**config.mk**
```make
export PLATFORM = sky130hd
export DESIGN_NAME = hazard_forward_unit
export DESIGN_NICKNAME = d
export VERILOG_FILES = /design/src/rtl/hazard_forward_unit_pkg.sv /design/src/rtl/forward_select.sv /design/src/rtl/hazard_forward_unit.sv
export SDC_FILE = /design/constraint.sdc
export NUM_CORES = 1
export LEC_CHECK = 0
export ABC_AREA = 1
export CAP_MARGIN = 20
export CORE_ASPECT_RATIO = 1.25
export CORE_MARGIN = 4
export CORE_UTILIZATION = 32
export DETAILED_ROUTE_END_ITERATION = 12
export GPL_ROUTABILITY_DRIVEN = 1
export PLACE_DENSITY_LB_ADDON = 0.25
export SYNTH_ARGS = -nofsm -noshare
export SYNTH_HDL_FRONTEND = slang
export SYNTH_SLANG_ARGS = --single-unit
```
**constraint.sdc**
```tcl
create_clock -name clk -period 1.3 [get_ports clk]
set_input_delay 0.325 -clock clk [delete_from_list [all_inputs] [get_ports clk]]
set_output_delay 0.325 -clock clk [all_outputs]
set_load 0.02 [all_outputs]
```
**src/rtl/hazard_forward_unit_pkg.sv**
```systemverilog
// -----------------------------------------------------------------------------
// hazard_forward_unit_pkg
// Shared definitions for the pipeline hazard / forwarding controller:
//   - forwarding mux select encodings (EX-stage operand muxes)
//   - hazard FSM state type
//   - register x0 index
// No ports (package).
// -----------------------------------------------------------------------------
package hazard_forward_unit_pkg;

  // Operand forwarding mux select encodings. 2'b11 is never driven.
  localparam logic [1:0] FWD_REG = 2'b00;  // value read from the register file
  localparam logic [1:0] FWD_WB  = 2'b01;  // value being written back in WB
  localparam logic [1:0] FWD_MEM = 2'b10;  // ALU result sitting in MEM

  // Register x0 is hardwired to zero: never a forwarding source or stall cause.
  localparam int unsigned REG_ZERO = 0;

  // Hazard sequencer states.
  typedef enum logic [1:0] {
    ST_RUN        = 2'd0,
    ST_LOAD_STALL = 2'd1,
    ST_MEM_WAIT   = 2'd2
  } hz_state_t;

endpackage : hazard_forward_unit_pkg

```
**src/rtl/forward_select.sv**
```systemverilog
// -----------------------------------------------------------------------------
// forward_select
// Pure combinational forwarding-source selection for one EX-stage operand.
// The MEM-stage producer is younger than the WB-stage producer, so it wins
// when both target the same register.
// Ports:
//   i_rs           source register of the EX instruction for this operand
//   i_rd_mem       destination register of the MEM-stage instruction
//   i_regwrite_mem MEM-stage instruction writes its destination
//   i_rd_wb        destination register of the WB-stage instruction
//   i_regwrite_wb  WB-stage instruction writes its destination
//   o_sel          FWD_MEM / FWD_WB / FWD_REG
// -----------------------------------------------------------------------------
module forward_select
  import hazard_forward_unit_pkg::*;
#(
  parameter int unsigned REG_ADDR_W = 5
) (
  input  logic [REG_ADDR_W-1:0] i_rs,
  input  logic [REG_ADDR_W-1:0] i_rd_mem,
  input  logic                  i_regwrite_mem,
  input  logic [REG_ADDR_W-1:0] i_rd_wb,
  input  logic                  i_regwrite_wb,
  output logic [1:0]            o_sel
);

  localparam logic [REG_ADDR_W-1:0] ZERO_REG = REG_ADDR_W'(REG_ZERO);

  logic w_hit_mem;
  logic w_hit_wb;

  assign w_hit_mem = i_regwrite_mem && (i_rd_mem != ZERO_REG) && (i_rd_mem == i_rs);
  assign w_hit_wb  = i_regwrite_wb  && (i_rd_wb  != ZERO_REG) && (i_rd_wb  == i_rs);

  always_comb begin
    o_sel = FWD_REG;
    if (w_hit_mem) begin
      o_sel = FWD_MEM;
    end else if (w_hit_wb) begin
      o_sel = FWD_WB;
    end
  end

endmodule : forward_select

```
**src/rtl/hazard_forward_unit.sv**
```systemverilog
// -----------------------------------------------------------------------------
// hazard_forward_unit
// Hazard controller for the 5-stage RISC-V pipeline.
//   - EX operand forwarding selects (two forward_select instances)
//   - load-use stalls (LOAD_LATENCY cycles), data-memory wait freezes and
//     branch flushes, sequenced by a three-state FSM
// Priority within a cycle: freeze > branch flush > stall.
//
// Ports:
//   clk, reset (synchronous, active-low)
//   rs1_id_i/rs2_id_i                 sources of the ID instruction
//   rs1_ex_i/rs2_ex_i/rd_ex_i         sources/destination of the EX instruction
//   regwrite_ex_i, memread_ex_i       EX writes rd / EX is a load
//   rd_mem_i, regwrite_mem_i,
//   memread_mem_i, mem_ready_i        MEM-stage destination/controls, dmem done
//   rd_wb_i, regwrite_wb_i            WB-stage destination/write enable
//   branch_taken_i                    redirect resolved in EX
//   fwd_a_sel_o/fwd_b_sel_o           00 regfile, 01 WB, 10 MEM
//   pc_write_o, if_id_write_o         front-end enables
//   id_ex_bubble_o, if_id_flush_o     NOP into ID/EX, clear IF/ID
//   pipe_freeze_o                     hold ID/EX, EX/MEM, MEM/WB
//
// Optional build macro HAZARD_PERF_CNT_EN adds wrapping 32-bit counters
//   stall_cycles_o, freeze_cycles_o, flush_events_o (cleared by reset).
//
// During reset every output takes its idle value (PC and IF/ID enabled,
// everything else 0, forward selects at FWD_REG).
// -----------------------------------------------------------------------------
module hazard_forward_unit
  import hazard_forward_unit_pkg::*;
#(
  parameter int unsigned LOAD_LATENCY = 1,
  parameter int unsigned REG_ADDR_W   = 5
) (
  input  logic                  clk,
  input  logic                  reset,
  input  logic [REG_ADDR_W-1:0] rs1_id_i,
  input  logic [REG_ADDR_W-1:0] rs2_id_i,
  input  logic [REG_ADDR_W-1:0] rs1_ex_i,
  input  logic [REG_ADDR_W-1:0] rs2_ex_i,
  input  logic [REG_ADDR_W-1:0] rd_ex_i,
  input  logic                  regwrite_ex_i,
  input  logic                  memread_ex_i,
  input  logic [REG_ADDR_W-1:0] rd_mem_i,
  input  logic                  regwrite_mem_i,
  input  logic                  memread_mem_i,
  input  logic                  mem_ready_i,
  input  logic [REG_ADDR_W-1:0] rd_wb_i,
  input  logic                  regwrite_wb_i,
  input  logic                  branch_taken_i,
  output logic [1:0]            fwd_a_sel_o,
  output logic [1:0]            fwd_b_sel_o,
  output logic                  pc_write_o,
  output logic                  if_id_write_o,
  output logic                  id_ex_bubble_o,
  output logic                  if_id_flush_o,
  output logic                  pipe_freeze_o
`ifdef HAZARD_PERF_CNT_EN
  ,
  output logic [31:0]           stall_cycles_o,
  output logic [31:0]           freeze_cycles_o,
  output logic [31:0]           flush_events_o
`endif
);

  if ((LOAD_LATENCY < 1) || (LOAD_LATENCY > 7)) begin : g_bad_latency
    $error("LOAD_LATENCY must be in 1..7");
  end

  localparam logic [REG_ADDR_W-1:0] ZERO_REG  = REG_ADDR_W'(REG_ZERO);
  localparam logic [2:0]            CNT_LOAD  = 3'(LOAD_LATENCY - 1);

  // ---------------------------------------------------------------------------
  // Forwarding
  // ---------------------------------------------------------------------------
  logic [1:0] w_fwd_a;
  logic [1:0] w_fwd_b;

  forward_select #(.REG_ADDR_W(REG_ADDR_W)) u_fwd_a (
    .i_rs           (rs1_ex_i),
    .i_rd_mem       (rd_mem_i),
    .i_regwrite_mem (regwrite_mem_i),
    .i_rd_wb        (rd_wb_i),
    .i_regwrite_wb  (regwrite_wb_i),
    .o_sel          (w_fwd_a)
  );

  forward_select #(.REG_ADDR_W(REG_ADDR_W)) u_fwd_b (
    .i_rs           (rs2_ex_i),
    .i_rd_mem       (rd_mem_i),
    .i_regwrite_mem (regwrite_mem_i),
    .i_rd_wb        (rd_wb_i),
    .i_regwrite_wb  (regwrite_wb_i),
    .o_sel          (w_fwd_b)
  );

  // All producer registers are treated as invalid while reset is held.
  assign fwd_a_sel_o = reset ? w_fwd_a : FWD_REG;
  assign fwd_b_sel_o = reset ? w_fwd_b : FWD_REG;

  // ---------------------------------------------------------------------------
  // Hazard FSM
  // ---------------------------------------------------------------------------
  hz_state_t r_state;
  hz_state_t w_state_nxt;
  logic [2:0] r_stall_cnt;
  logic [2:0] w_stall_cnt_nxt;

  logic w_load_use;
  logic w_mem_busy;
  logic w_run_eval;  // cycle in which the pipeline may advance from RUN rules
  logic w_freeze;
  logic w_flush;
  logic w_stall;

  assign w_load_use = memread_ex_i && (rd_ex_i != ZERO_REG) &&
                      ((rd_ex_i == rs1_id_i) || (rd_ex_i == rs2_id_i));
  assign w_mem_busy = memread_mem_i && !mem_ready_i;

  always_comb begin
    w_state_nxt     = r_state;
    w_stall_cnt_nxt = r_stall_cnt;
    w_run_eval      = 1'b0;
    w_freeze        = 1'b0;
    w_flush         = 1'b0;
    w_stall         = 1'b0;

    if (reset) begin
      unique case (r_state)
        ST_RUN: begin
          if (w_mem_busy) begin
            w_freeze    = 1'b1;
            w_state_nxt = ST_MEM_WAIT;
          end else begin
            w_run_eval = 1'b1;
          end
        end

        ST_MEM_WAIT: begin
          if (!mem_ready_i) begin
            w_freeze = 1'b1;
          end else begin
            // The pipeline moves again this cycle, so hazards in ID/EX
            // are judged exactly as in RUN.
            w_state_nxt = ST_RUN;
            w_run_eval  = 1'b1;
          end
        end

        ST_LOAD_STALL: begin
          if (w_mem_busy) begin
            // A memory wait during a stall holds the stall count: nothing
            // advances, so no stall cycle is consumed.
            w_freeze = 1'b1;
          end else if (branch_taken_i) begin
            // The waiting consumer is squashed by the redirect.
            w_flush         = 1'b1;
            w_state_nxt     = ST_RUN;
            w_stall_cnt_nxt = 3'd0;
          end else begin
            w_stall         = 1'b1;
            w_stall_cnt_nxt = r_stall_cnt - 3'd1;
            if (r_stall_cnt <= 3'd1) begin
              w_state_nxt = ST_RUN;
            end
          end
        end

        default: begin
          w_state_nxt     = ST_RUN;
          w_stall_cnt_nxt = 3'd0;
        end
      endcase

      if (w_run_eval) begin
        if (branch_taken_i) begin
          w_flush = 1'b1;
        end else if (w_load_use) begin
          w_stall = 1'b1;
          if (LOAD_LATENCY > 1) begin
            w_stall_cnt_nxt = CNT_LOAD;
            w_state_nxt     = ST_LOAD_STALL;
          end
        end
      end
    end
  end

  always_ff @(posedge clk) begin
    if (!reset) begin
      r_state     <= ST_RUN;
      r_stall_cnt <= 3'd0;
    end else begin
      r_state     <= w_state_nxt;
      r_stall_cnt <= w_stall_cnt_nxt;
    end
  end

  assign pc_write_o     = !(w_freeze || w_stall);
  assign if_id_write_o  = !(w_freeze || w_stall);
  assign id_ex_bubble_o = w_stall || w_flush;
  assign if_id_flush_o  = w_flush;
  assign pipe_freeze_o  = w_freeze;

`ifdef HAZARD_PERF_CNT_EN
  // ---------------------------------------------------------------------------
  // Performance counters (free-running, wrap at 2^32)
  // ---------------------------------------------------------------------------
  logic [31:0] r_stall_cycles;
  logic [31:0] r_freeze_cycles;
  logic [31:0] r_flush_events;

  always_ff @(posedge clk) begin
    if (!reset) begin
      r_stall_cycles  <= 32'd0;
      r_freeze_cycles <= 32'd0;
      r_flush_events  <= 32'd0;
    end else begin
      if (w_stall)  r_stall_cycles  <= r_stall_cycles  + 32'd1;
      if (w_freeze) r_freeze_cycles <= r_freeze_cycles + 32'd1;
      if (w_flush)  r_flush_events  <= r_flush_events  + 32'd1;
    end
  end

  assign stall_cycles_o  = r_stall_cycles;
  assign freeze_cycles_o = r_freeze_cycles;
  assign flush_events_o  = r_flush_events;
`endif

endmodule : hazard_forward_unit

```
# Word level (Yosys, flattened, before mapping)
# Cells that the tools add are included.
[word_totals]
ff_bits = 5
output_inout_bits = 9
elab_cells = 75
[classes]
addsub = 1
n_lt_le_gt_ge = 1
eq_ne = 12
mux = 36
bitwise = 1
reduce_logical = 22
[op_table]
columns = ["operator", "count"]
rows = [
  ["5-bit equality test", 6],
  ["1-bit two-way mux", 21],
  ["2-bit two-way mux", 9],
  ["5-bit nonzero test", 3],
  ["1-bit logical AND", 9],
  ["3-bit two-way mux", 2],
  ["2-bit inequality test, second input constant", 3],
  ["2-bit one-hot mux with 3 select lines", 1],
  ["3-bit one-hot mux with 2 select lines", 1],
  ["1-bit one-hot mux with 2 select lines", 2],
  ["4-bit AND reduction", 1],
  ["2-bit OR reduction", 2],
  ["3-bit by 1-bit less-or-equal comparator with 1-bit output, second input constant", 1],
  ["1-bit logical OR", 3],
  ["3-bit inequality test, second input constant", 1],
  ["3-bit by 1-bit subtractor with 3-bit output, second input constant", 1],
  ["2-bit by 1-bit equality test with 1-bit output, second input constant", 1],
  ["2-bit equality test, second input constant", 1],
  ["1-bit zero test", 2],
  ["2-bit zero test", 1],
  ["2-bit AND reduction", 1],
  ["1-bit inverter", 1],
]

# Depth between registers and ports, before layout
# Gate-level depths: netlist of run 1.
[depth]
ltp_word = 10
mapped_depth = 8

# By module
# Synthesis of run 1 repeated with hierarchy kept, for this count alone.
[unflattened]
cells_unflattened = 171
hier_area_um2 = 749.5
[by_module_without_submodules]
columns = ["module", "instances", "cells_per_inst", "area_each_um2", "seq_area_each_um2"]
rows = [
  ["forward_select", 2, 51, 221.5, 0.0],
  ["hazard_forward_unit", 1, 69, 306.5, 20.0],
]

# Worst setup path before layout of run 1
# No wires, ideal clock.
[synth_timing]
kind = "input port to output port"
start = "input port mem_ready_i"
end = "output port pc_write_o"
t_arrival_ns = 1.271
required_ns = 0.975
setup_slack_ns = -0.296
cell_stages = 5
path_buffers = 1
path_cell_list = "o21bai_2 nand4_1 nor2_1 a21oi_1 buf_4"
[synth_via]
elab_chain_cells = 10
elab_cells_between_ends = 18
[synth_lines]
columns = ["item", "line", "text"]
rows = [
  ["start: declaration", "hazard_forward_unit.sv:47", "input logic mem_ready_i,"],
  ["1-bit zero test", "--", ""],
  ["1-bit logical AND", "hazard_forward_unit.sv:118", "assign w_mem_busy = memread_mem_i && !mem_ready_i;"],
  ["1-bit two-way mux", "hazard_forward_unit.sv:151", "if (w_mem_busy) begin"],
  ["1-bit two-way mux", "hazard_forward_unit.sv:129", "unique case (r_state)"],
  ["1-bit two-way mux", "hazard_forward_unit.sv:178", "end else if (w_load_use) begin"],
  ["1-bit two-way mux", "hazard_forward_unit.sv:176", "if (branch_taken_i) begin"],
  ["1-bit two-way mux", "hazard_forward_unit.sv:175", "if (w_run_eval) begin"],
  ["1-bit two-way mux", "hazard_forward_unit.sv:128", "if (reset) begin"],
  ["1-bit logical OR *", "--", ""],
  ["1-bit zero test *", "--", ""],
  ["end: declaration", "hazard_forward_unit.sv:53", "output logic pc_write_o,"],
]
# Mark *: on every way between the ends. The rest lies on a longest branch, timed or not. The select of a mux whose other input is x is not followed.

# Worst setup path in the final report of run 1
[layout_timing]
start = "input port rs1_id_i[4]"
end = "output port id_ex_bubble_o"
[layout_via]
elab_chain_cells = 8
[layout_lines]
columns = ["item", "line", "text"]
rows = [
  ["start: declaration", "hazard_forward_unit.sv:37", "input logic [REG_ADDR_W-1:0] rs1_id_i,"],
  ["5-bit equality test", "hazard_forward_unit.sv:117", "((rd_ex_i == rs1_id_i) || (rd_ex_i == rs2_id_i));"],
  ["1-bit logical OR", "hazard_forward_unit.sv:117", ""],
  ["1-bit logical AND", "hazard_forward_unit.sv:116", "assign w_load_use = memread_ex_i && (rd_ex_i != ZERO_REG) &&"],
  ["1-bit two-way mux", "hazard_forward_unit.sv:178", ""],
  ["1-bit two-way mux", "hazard_forward_unit.sv:176", ""],
  ["1-bit two-way mux", "hazard_forward_unit.sv:175", ""],
  ["1-bit two-way mux", "hazard_forward_unit.sv:128", ""],
  ["1-bit logical OR", "hazard_forward_unit.sv:201", "assign id_ex_bubble_o = w_stall || w_flush;"],
  ["end: declaration", "hazard_forward_unit.sv:55", "output logic id_ex_bubble_o,"],
]
# No other way between the ends.

==> results.md, run 1 <==
| Item | Value |
| --- | --- |
| Outcome | finished, violations left |
| Failing checks | setup timing |
| Cell with the biggest individual delay on the critical path | sky130_fd_sc_hd__clkdlybuf4s15_1 |
| Area growth from synthesis to final layout | 116% |
| Register-to-register path setup slack | 0.58 ns |
| # Post-CTS Setup Buffers | 0 |
| Vias per std cell | 4.86 |
| Distinct cell type count of the synthesized netlist | 16 |
| Global Route met2 Usage | 37.5% |
| Final-report max-slew violation count | 0 |
| Synth Cell Area | 621 um^2 |
| M1 GR Usage | 15.4% |
| Total chip power | 447 uW |
| GRT Util Overall | 17.5% |
| Cell row count | 17 |
| Worst reg2reg path startpoint | r_state[1]$_SDFFE_PN0P_ |
| Worst vdd ir | 0.221 mV |
| Via count of the first global-routing pass | 993 |
| Clock Latency Late Sink | 0 ns |
| Number of nets in the synthesized netlist | 173 |
| Detailed Routing Iterations Pass 1 | 4 |
| Leading cell types in the layout, fill and taps excluded | sky130_fd_sc_hd__nand2_1, sky130_fd_sc_hd__buf_6, sky130_fd_sc_hd__inv_1, sky130_fd_sc_hd__buf_2, sky130_fd_sc_hd__nor2_1 |
| Setup Skew | 0 ns |
| Endpoint of the most critical register-to-register path | r_state[1]$_SDFFE_PN0P_ |
| Commonest non-fill, non-tap cell in the layout | sky130_fd_sc_hd__nand2_1 |
| Cells on Worst Hold Path | 3 |
| Final critical-path required period | 1.48 ns |
| DP Wirelength | 2040 um |
| Tightest slew margin relative to the limit | 86.9% |
| Most crowded layer after global routing | met2 |
| Grt ovf | 0 |
| Crit Path Class | primary input to output port |
| Total Negative Setup Slacks | -1.11 ns |
| Die X | 47.4 um |
| Chip height | 57.2 um |
| Part of the total power dissipated in sequential elements | 7.6% |
| Area fraction of the dominant cell type after synthesis | 27.8% |
| DRC | 0 |
| Max Freq | 674 MHz |
| Crit share post-route | 114% |
| Final hold violation count | 0 |
| Count of final setup violators | 9 |
| Fraction of layout cells with a size suffix above 1 | 55.5% |
| Total wire length after detailed routing | 2520 um |
| Synthesized area per cell | 4.81 um^2 |
| Clock power share | 0% |
| Fraction of the yosys area taken by sequential cells | 3.23% |
| Total of buffers placed on input and output ports | 51 |
| Net count of the finished layout | 228 |
| Remaining antenna violation count after routing | 0 |
| Type of destination of the critical path | output port |
| Max FO, Critical Path | 2 |
| Routed wirelength normalized by instance count | 12.5 um |
| Worst Tran Pin Value | 0.194 ns |
| Total die area | 0.00271 mm^2 |
| Sw Ratio | 43.7% |
| Library cell with the largest summed area after synthesis | sky130_fd_sc_hd__nand2_1 |
| Routability cong. | 0.807 |
| First-pass GRT wire length | 3680 um |
| Biggest registers after layout | r_state (1) |
| Kind of cell adding the most delay to the critical path | simple AND/OR/NAND/NOR gates |
| DP Cell Count | 201 |
| Fill count | 168 |
| Number of warnings printed during yosys synthesis | 0 |
| Crit path cell chain | clkdlybuf4s15_1 > xnor2_1 > nand3_1 > nand2_2 > nand2_1 > nand2_1 > buf_6 |
| Routed via count | 976 |
| Placed cell area | 0.00119 mm^2 |
| Synth Instances | 129 |
| Iteration-0 DRC count of the detailed router | 6 |
| Setup slack of the critical path after layout | -0.184 ns |
| Buffers plus inverters on the worst setup path | 2 |
| Type of element launching the critical path | primary input |
| Internal power consumption | 252 uW |
| Worst Path Required | 0.98 ns |
| Max-capacitance violation count | 0 |
| Biggest register | r_state |
| Synthesized flop and latch total | 1 |
| Hold bufs inserted after CTS | 0 |
| Combinational power share | 92.4% |
| Cell occurring most often along the worst timing path | sky130_fd_sc_hd__nand2_1 |
| WHS Endpoint | r_state[1]$_SDFFE_PN0P_ |
| Logic depth of the worst register-to-register path | 3 |
| Critical path's largest stage delay | 0.19 ns |
| Maximum number of pins on one net before global-route repair | 6 |
| Hold wc startpoint | r_state[1]$_SDFFE_PN0P_ |
| RSZ-0062 raised after global routing | yes |
| CP Data Arrival Time | 1.16 ns |
| Clock-pin slew on the worst setup and hold paths | 0 ns |
| Power Density | 334 mW/mm^2 |
| Biggest area contributors in the synthesized netlist | sky130_fd_sc_hd__nand2_1, sky130_fd_sc_hd__xnor2_1, sky130_fd_sc_hd__nor2_1, sky130_fd_sc_hd__inv_1, sky130_fd_sc_hd__nand3_1 |
| GR Util met3 | 0.631% |
| Number of flip-flops under the largest register name | 1 |
| Power spent charging and discharging nets | 195 uW |
| Number of antenna violations at the first check in global routing | 0 |
| Initial standard-cell utilization of the core | 34.3% |
| Leakage dissipation | 0.728 nW |
| Core Area | 0.00181 mm^2 |
| Io pins | 53 |
| Number of diodes added for antenna fixing | 0 |
| Tightest Hold Check Type | register to register |
| Number of standard cells in the final layout excluding fillers | 201 |
| Final Cell Area | 0.00134 mm^2 |
[synthesized netlist by cell type]
| cell type | n |
|---|---|
| sky130_fd_sc_hd__xnor2_1 | 12 |
| sky130_fd_sc_hd__nand3_1 | 8 |
| sky130_fd_sc_hd__nor3_2 | 2 |
| sky130_fd_sc_hd__a21oi_1 | 1 |
| sky130_fd_sc_hd__o21ai_0 | 5 |
| sky130_fd_sc_hd__buf_4 | 1 |
| sky130_fd_sc_hd__nor3_1 | 3 |
| sky130_fd_sc_hd__o21bai_2 | 1 |
| sky130_fd_sc_hd__inv_2 | 8 |
| sky130_fd_sc_hd__nand2_1 | 46 |
| sky130_fd_sc_hd__nand4_1 | 2 |
| sky130_fd_sc_hd__xor2_1 | 2 |
| sky130_fd_sc_hd__nor2_1 | 19 |
| sky130_fd_sc_hd__dfxtp_1 | 1 |
| sky130_fd_sc_hd__inv_1 | 17 |
| sky130_fd_sc_hd__clkinv_1 | 1 |
[cell type report]
class	count	area [um^2]	area share, %
multi-input combinational	101	672	50.1
timing repair buffer	54	510	38.1
inverter	26	114	8.50
tap	19	23.8	1.77
sequential	1	20.0	1.49
[layer usage]
layer	part of all wire (%)	wire (um)	up-vias
li1	-	-	494
met1	32	803	435
met2	57	1430	39
met3	7.7	194	8
met4	3.3	84	0
met5	0	0	-
[what timing repair did]
action                                  in CTS  in global routing
endpoints found under the setup margin      10                  9
gates resized for setup                    255                 35
pin swaps                                   61                 34
gates cloned                                 0                  0
endpoints found under the hold margin        0                  0
[worst max path at each step]
| stage | to | startpoint | slack [ns] | cells after the start |
|---|---|---|---|---|
| floorplan | pc_write_o | rs2_id_i[0] | -0.08 | 8 |
| global route | id_ex_bubble_o | rs2_id_i[0] | -0.24 | 9 |
| detailed placement | id_ex_bubble_o | rd_ex_i[2] | -1.09 | 10 |
| finish | id_ex_bubble_o | rs1_id_i[4] | -0.18 | 7 |
| global placement | fwd_b_sel_o[0] | rd_mem_i[2] | -1.02 | 9 |
| CTS | id_ex_bubble_o | memread_mem_i | -0.16 | 7 |
[cells by family (layout without fill, tap and decap cells)]
kind of cell	count (synthesis)	after routing	share of synthesized area, %
compound gates	7	7	6.65
buf+inv	27	80	16.9
xor+xnor	14	14	19.8
flops	1	1	3.23
simple gates	80	80	53.4
[worst register-to-register path, stage by stage, from the launching register on]
cell and delay, ns:
sky130_fd_sc_hd__dfxtp_1 0.30, sky130_fd_sc_hd__o21bai_4 0.15, sky130_fd_sc_hd__buf_6 0.13, sky130_fd_sc_hd__nor2_1 0.03
[power groups by stage]
| stage | combinational, mW | sequential (mW) | clock (mW) |
|---|---|---|---|
| after floorplan | 0.151 | 0.0333 | 0 |
| after global placement | 0.340 | 0.0334 | 0 |
| after detailed placement | 0.351 | 0.0334 | 0 |
| after CTS | 0.368 | 0.0339 | 0 |
| after global routing | 0.447 | 0.0343 | 0 |
| final | 0.414 | 0.0339 | 0 |
[metrics by stage]
step                utilization, %  hold WS [ns]  worst slack (ns)
floorplan                        -         0.498           -0.0777
detailed placement            66.0         0.629             -1.09
global route                  74.1         0.686            -0.239
CTS                           68.0         0.631            -0.164
global placement              66.0         0.622             -1.02
finish                        74.1         0.640            -0.184
(Power assumes the default switching activity.)
==> inputs of run 2 (changes only) <==
--- a/config.mk
+++ b/config.mk
@@ -12,6 +12,7 @@
 export CORE_UTILIZATION = 32
 export DETAILED_ROUTE_END_ITERATION = 12
 export GPL_ROUTABILITY_DRIVEN = 1
+export GPL_TIMING_DRIVEN = 0
 export PLACE_DENSITY_LB_ADDON = 0.25
 export SYNTH_ARGS = -nofsm -noshare
 export SYNTH_HDL_FRONTEND = slang
==> run 2 against run 1 <==
Compared with the run above: the flow still finishes with violations (setup timing); sequential power hardly changed; critical path depth is 2 higher; design area is 5.6% higher; worst hold slack worse by 0.0042 ns; clock skew stayed put; power is 6.0% higher; first-iteration DRC count is 17% lower; global-route usage is 1.6 points lower; routed wire length is 0.56% lower; core utilization is 4.2 points higher.
==> results.md, run 2 (synthesized netlist as in run 1, its figures left out) <==
| Item | Value | Delta |
| --- | --- | --- |
| Outcome | finished, violations left |  |
| Failing checks | setup timing |  |
| Cell with the biggest individual delay on the critical path | sky130_fd_sc_hd__nor3_2 |  |
| Register-to-register path setup slack | 0.57 ns | about the same |
| Final Core Density | 78.3% | +4.2 points |
| Vias per std cell | 4.78 | -1.7% |
| Via count of the first global-routing pass | 925 | -6.8% |
| Type of destination of the critical path | output port |  |
| Total of buffers placed on input and output ports | 51 | unchanged |
| Routability cong. | 0.769 | -4.8% |
| Crit path cell chain | buf_8 > nor3_2 > nand2_1 > nand2_1 > inv_2 > nand2_2 > inv_2 > nor2_2 > buf_6 |  |
| WHS Endpoint | r_state[1]$_SDFFE_PN0P_ |  |
| Tightest slew margin relative to the limit | 84.3% | -2.6 points |
| Final critical-path required period | 1.50 ns | +0.0132 ns |
| Logic depth of the worst register-to-register path | 3 | unchanged |
| Internal power consumption | 269 uW | +6.9% |
| Total Negative Setup Slacks | -1.19 ns | -0.0707 ns |
| Maximum number of pins on one net before global-route repair | 6 | unchanged |
| Biggest registers after layout | r_state (1) |  |
| Area growth from synthesis to final layout | 128% |  |
| Critical path's largest stage delay | 0.18 ns | about the same |
| Number of flip-flops under the largest register name | 1 | unchanged |
| Iteration-0 DRC count of the detailed router | 5 | -1 |
| Max Freq | 668 MHz | -0.88% |
| Total die area | 0.00271 mm^2 | unchanged |
| Clock-pin slew on the worst setup and hold paths | 0 ns | unchanged |
| Remaining antenna violation count after routing | 0 | unchanged |
| Setup Skew | 0 ns | unchanged |
| Clock Latency Late Sink | 0 ns | unchanged |
| Worst Path Required | 0.98 ns | about the same |
| Cell row count | 17 | unchanged |
| Max-capacitance violation count | 0 | unchanged |
| RSZ-0062 raised after global routing | yes |  |
| Power spent charging and discharging nets | 205 uW | +4.8% |
| WHS | 0.636 ns | -0.00418 ns |
| Max FO, Critical Path | 3 | +1 |
| Crit Path Class | primary input to output port |  |
| Final-report max-slew violation count | 0 | unchanged |
| First-pass GRT wire length | 3410 um | -7.5% |
| Number of diodes added for antenna fixing | 0 | unchanged |
| Die X | 47.4 um | unchanged |
| Part of the total power dissipated in sequential elements | 7.2% | -0.4 points |
| Io pins | 53 | unchanged |
| Count of final setup violators | 7 | -2 |
| Worst reg2reg path startpoint | r_state[1]$_SDFFE_PN0P_ |  |
| Crit share post-route | 115% | +1.0 points |
| Type of element launching the critical path | primary input |  |
| Grt ovf | 0 | unchanged |
| Initial standard-cell utilization of the core | 34.3% | unchanged |
| Leading cell types in the layout, fill and taps excluded | sky130_fd_sc_hd__buf_6, sky130_fd_sc_hd__nand2_1, sky130_fd_sc_hd__nand2_2 |  |
| Setup slack of the critical path after layout | -0.197 ns | -0.0132 ns |
| Total wire length after detailed routing | 2500 um | -0.56% |
| Biggest register | r_state |  |
| Cells on Worst Hold Path | 3 | unchanged |
| GRT Util Overall | 15.9% | -1.6 points |
| Commonest non-fill, non-tap cell in the layout | sky130_fd_sc_hd__buf_6 |  |
| Routed via count | 955 | -2.2% |
| DP Wirelength | 1810 um | -11% |
| Combinational power share | 92.8% | +0.4 points |
| Worst Tran Pin Value | 0.233 ns | +0.0384 ns |
| Leakage dissipation | 0.740 nW | +1.7% |
| Final hold violation count | 0 | unchanged |
| Power Density | 335 mW/mm^2 | +0.34% |
| Routed wirelength normalized by instance count | 12.5 um | about the same |
| Endpoint of the most critical register-to-register path | r_state[1]$_SDFFE_PN0P_ |  |
| Worst vdd ir | 0.228 mV | +2.8% |
| Number of antenna violations at the first check in global routing | 0 | unchanged |
| Fraction of layout cells with a size suffix above 1 | 64.1% | +8.6 points |
| Clock power share | 0% | unchanged |
| Tightest Hold Check Type | register to register |  |
| DRC | 0 | unchanged |
| Net count of the finished layout | 227 | -0.44% |
| Hold wc startpoint | r_state[1]$_SDFFE_PN0P_ |  |
| Sw Ratio | 43.2% | -0.50 points |
| Pre-CTS setup slack | -1.08 ns | +0.0119 ns |
| Detailed Routing Iterations Pass 1 | 3 | -1 |
| CP Data Arrival Time | 1.17 ns | about the same |
| Chip height | 57.2 um | unchanged |
| Core Area | 0.00181 mm^2 | unchanged |
[run 2: timing repair]
| action | in CTS | in global routing |
|---|---|---|
| setup endpoints to repair | 9 | 9 |
| pin swaps | 56 | 48 |
| gates resized for setup | 237 | 80 |
| setup buffers | 1 | 0 |
| hold buffers | 0 | 0 |
[run 2: stage by stage]
step | cell area, um^2 | power [mW] | cells
2_1_floorplan | 648 | 0.184 | 129
3_3_place_gp | 1180 | 0.369 | 199
3_5_place_dp | 1180 | 0.377 | 199
4_1_cts | 1160 | 0.375 | 200
5_1_grt | 1420 | 0.507 | 200
6_report | 1420 | 0.474 | 200
[run 2: final cells by class]
| class | count | area [um^2] |
|---|---|---|
| Buffer | 1 | 11.3 |
| Fill cell | 140 | 393 |
| Inverter | 26 | 120 |
| Multi-Input combinational cell | 101 | 717 |
| Sequential cell | 1 | 20.0 |
| Tap cell | 19 | 23.8 |
| Timing Repair Buffer | 52 | 523 |
[run 2: power groups by stage]
| stage | Clock [mW] | Sequential [mW] | Combinational [mW] |
|---|---|---|---|
| after floorplan | 0 | 0.0333 | 0.151 |
| after global placement | 0 | 0.0334 | 0.335 |
| after detailed placement | 0 | 0.0334 | 0.344 |
| after CTS | 0 | 0.0339 | 0.341 |
| after global routing | 0 | 0.0343 | 0.473 |
| final | 0 | 0.0339 | 0.440 |
[run 2: critical path: cells and delay by family]
| kind | cells | cell delay (ns) |
|---|---|---|
| buffers and inverters | 4 | 0.30 |
| and+or+nand+nor | 5 | 0.52 |
[run 2: how the worst max path moves through the flow]
| stage | slack, ns | start | endpoint | depth (start not counted) |
|---|---|---|---|---|
| after global placement | -1.07 | rd_ex_i[0] | pc_write_o | 9 |
| after CTS | -0.22 | memread_mem_i | pc_write_o | 7 |
| after floorplan | -0.08 | rs2_id_i[0] | pc_write_o | 8 |
| final | -0.20 | rd_mem_i[2] | fwd_a_sel_o[0] | 9 |
| after global routing | -0.26 | rd_mem_i[2] | fwd_a_sel_o[0] | 9 |
| after detailed placement | -1.08 | rd_ex_i[0] | pc_write_o | 9 |
[run 2: layer usage]
layer  up-vias  track usage (%)  routed length, um  share of wire, %
met5         -                0                  0                 0
met4         0             1.19                  0                 0
met3         0            0.946                181               7.2
met2        31             33.1               1500                60
met1       431             16.3                817                33
li1        493                -                  -                 -
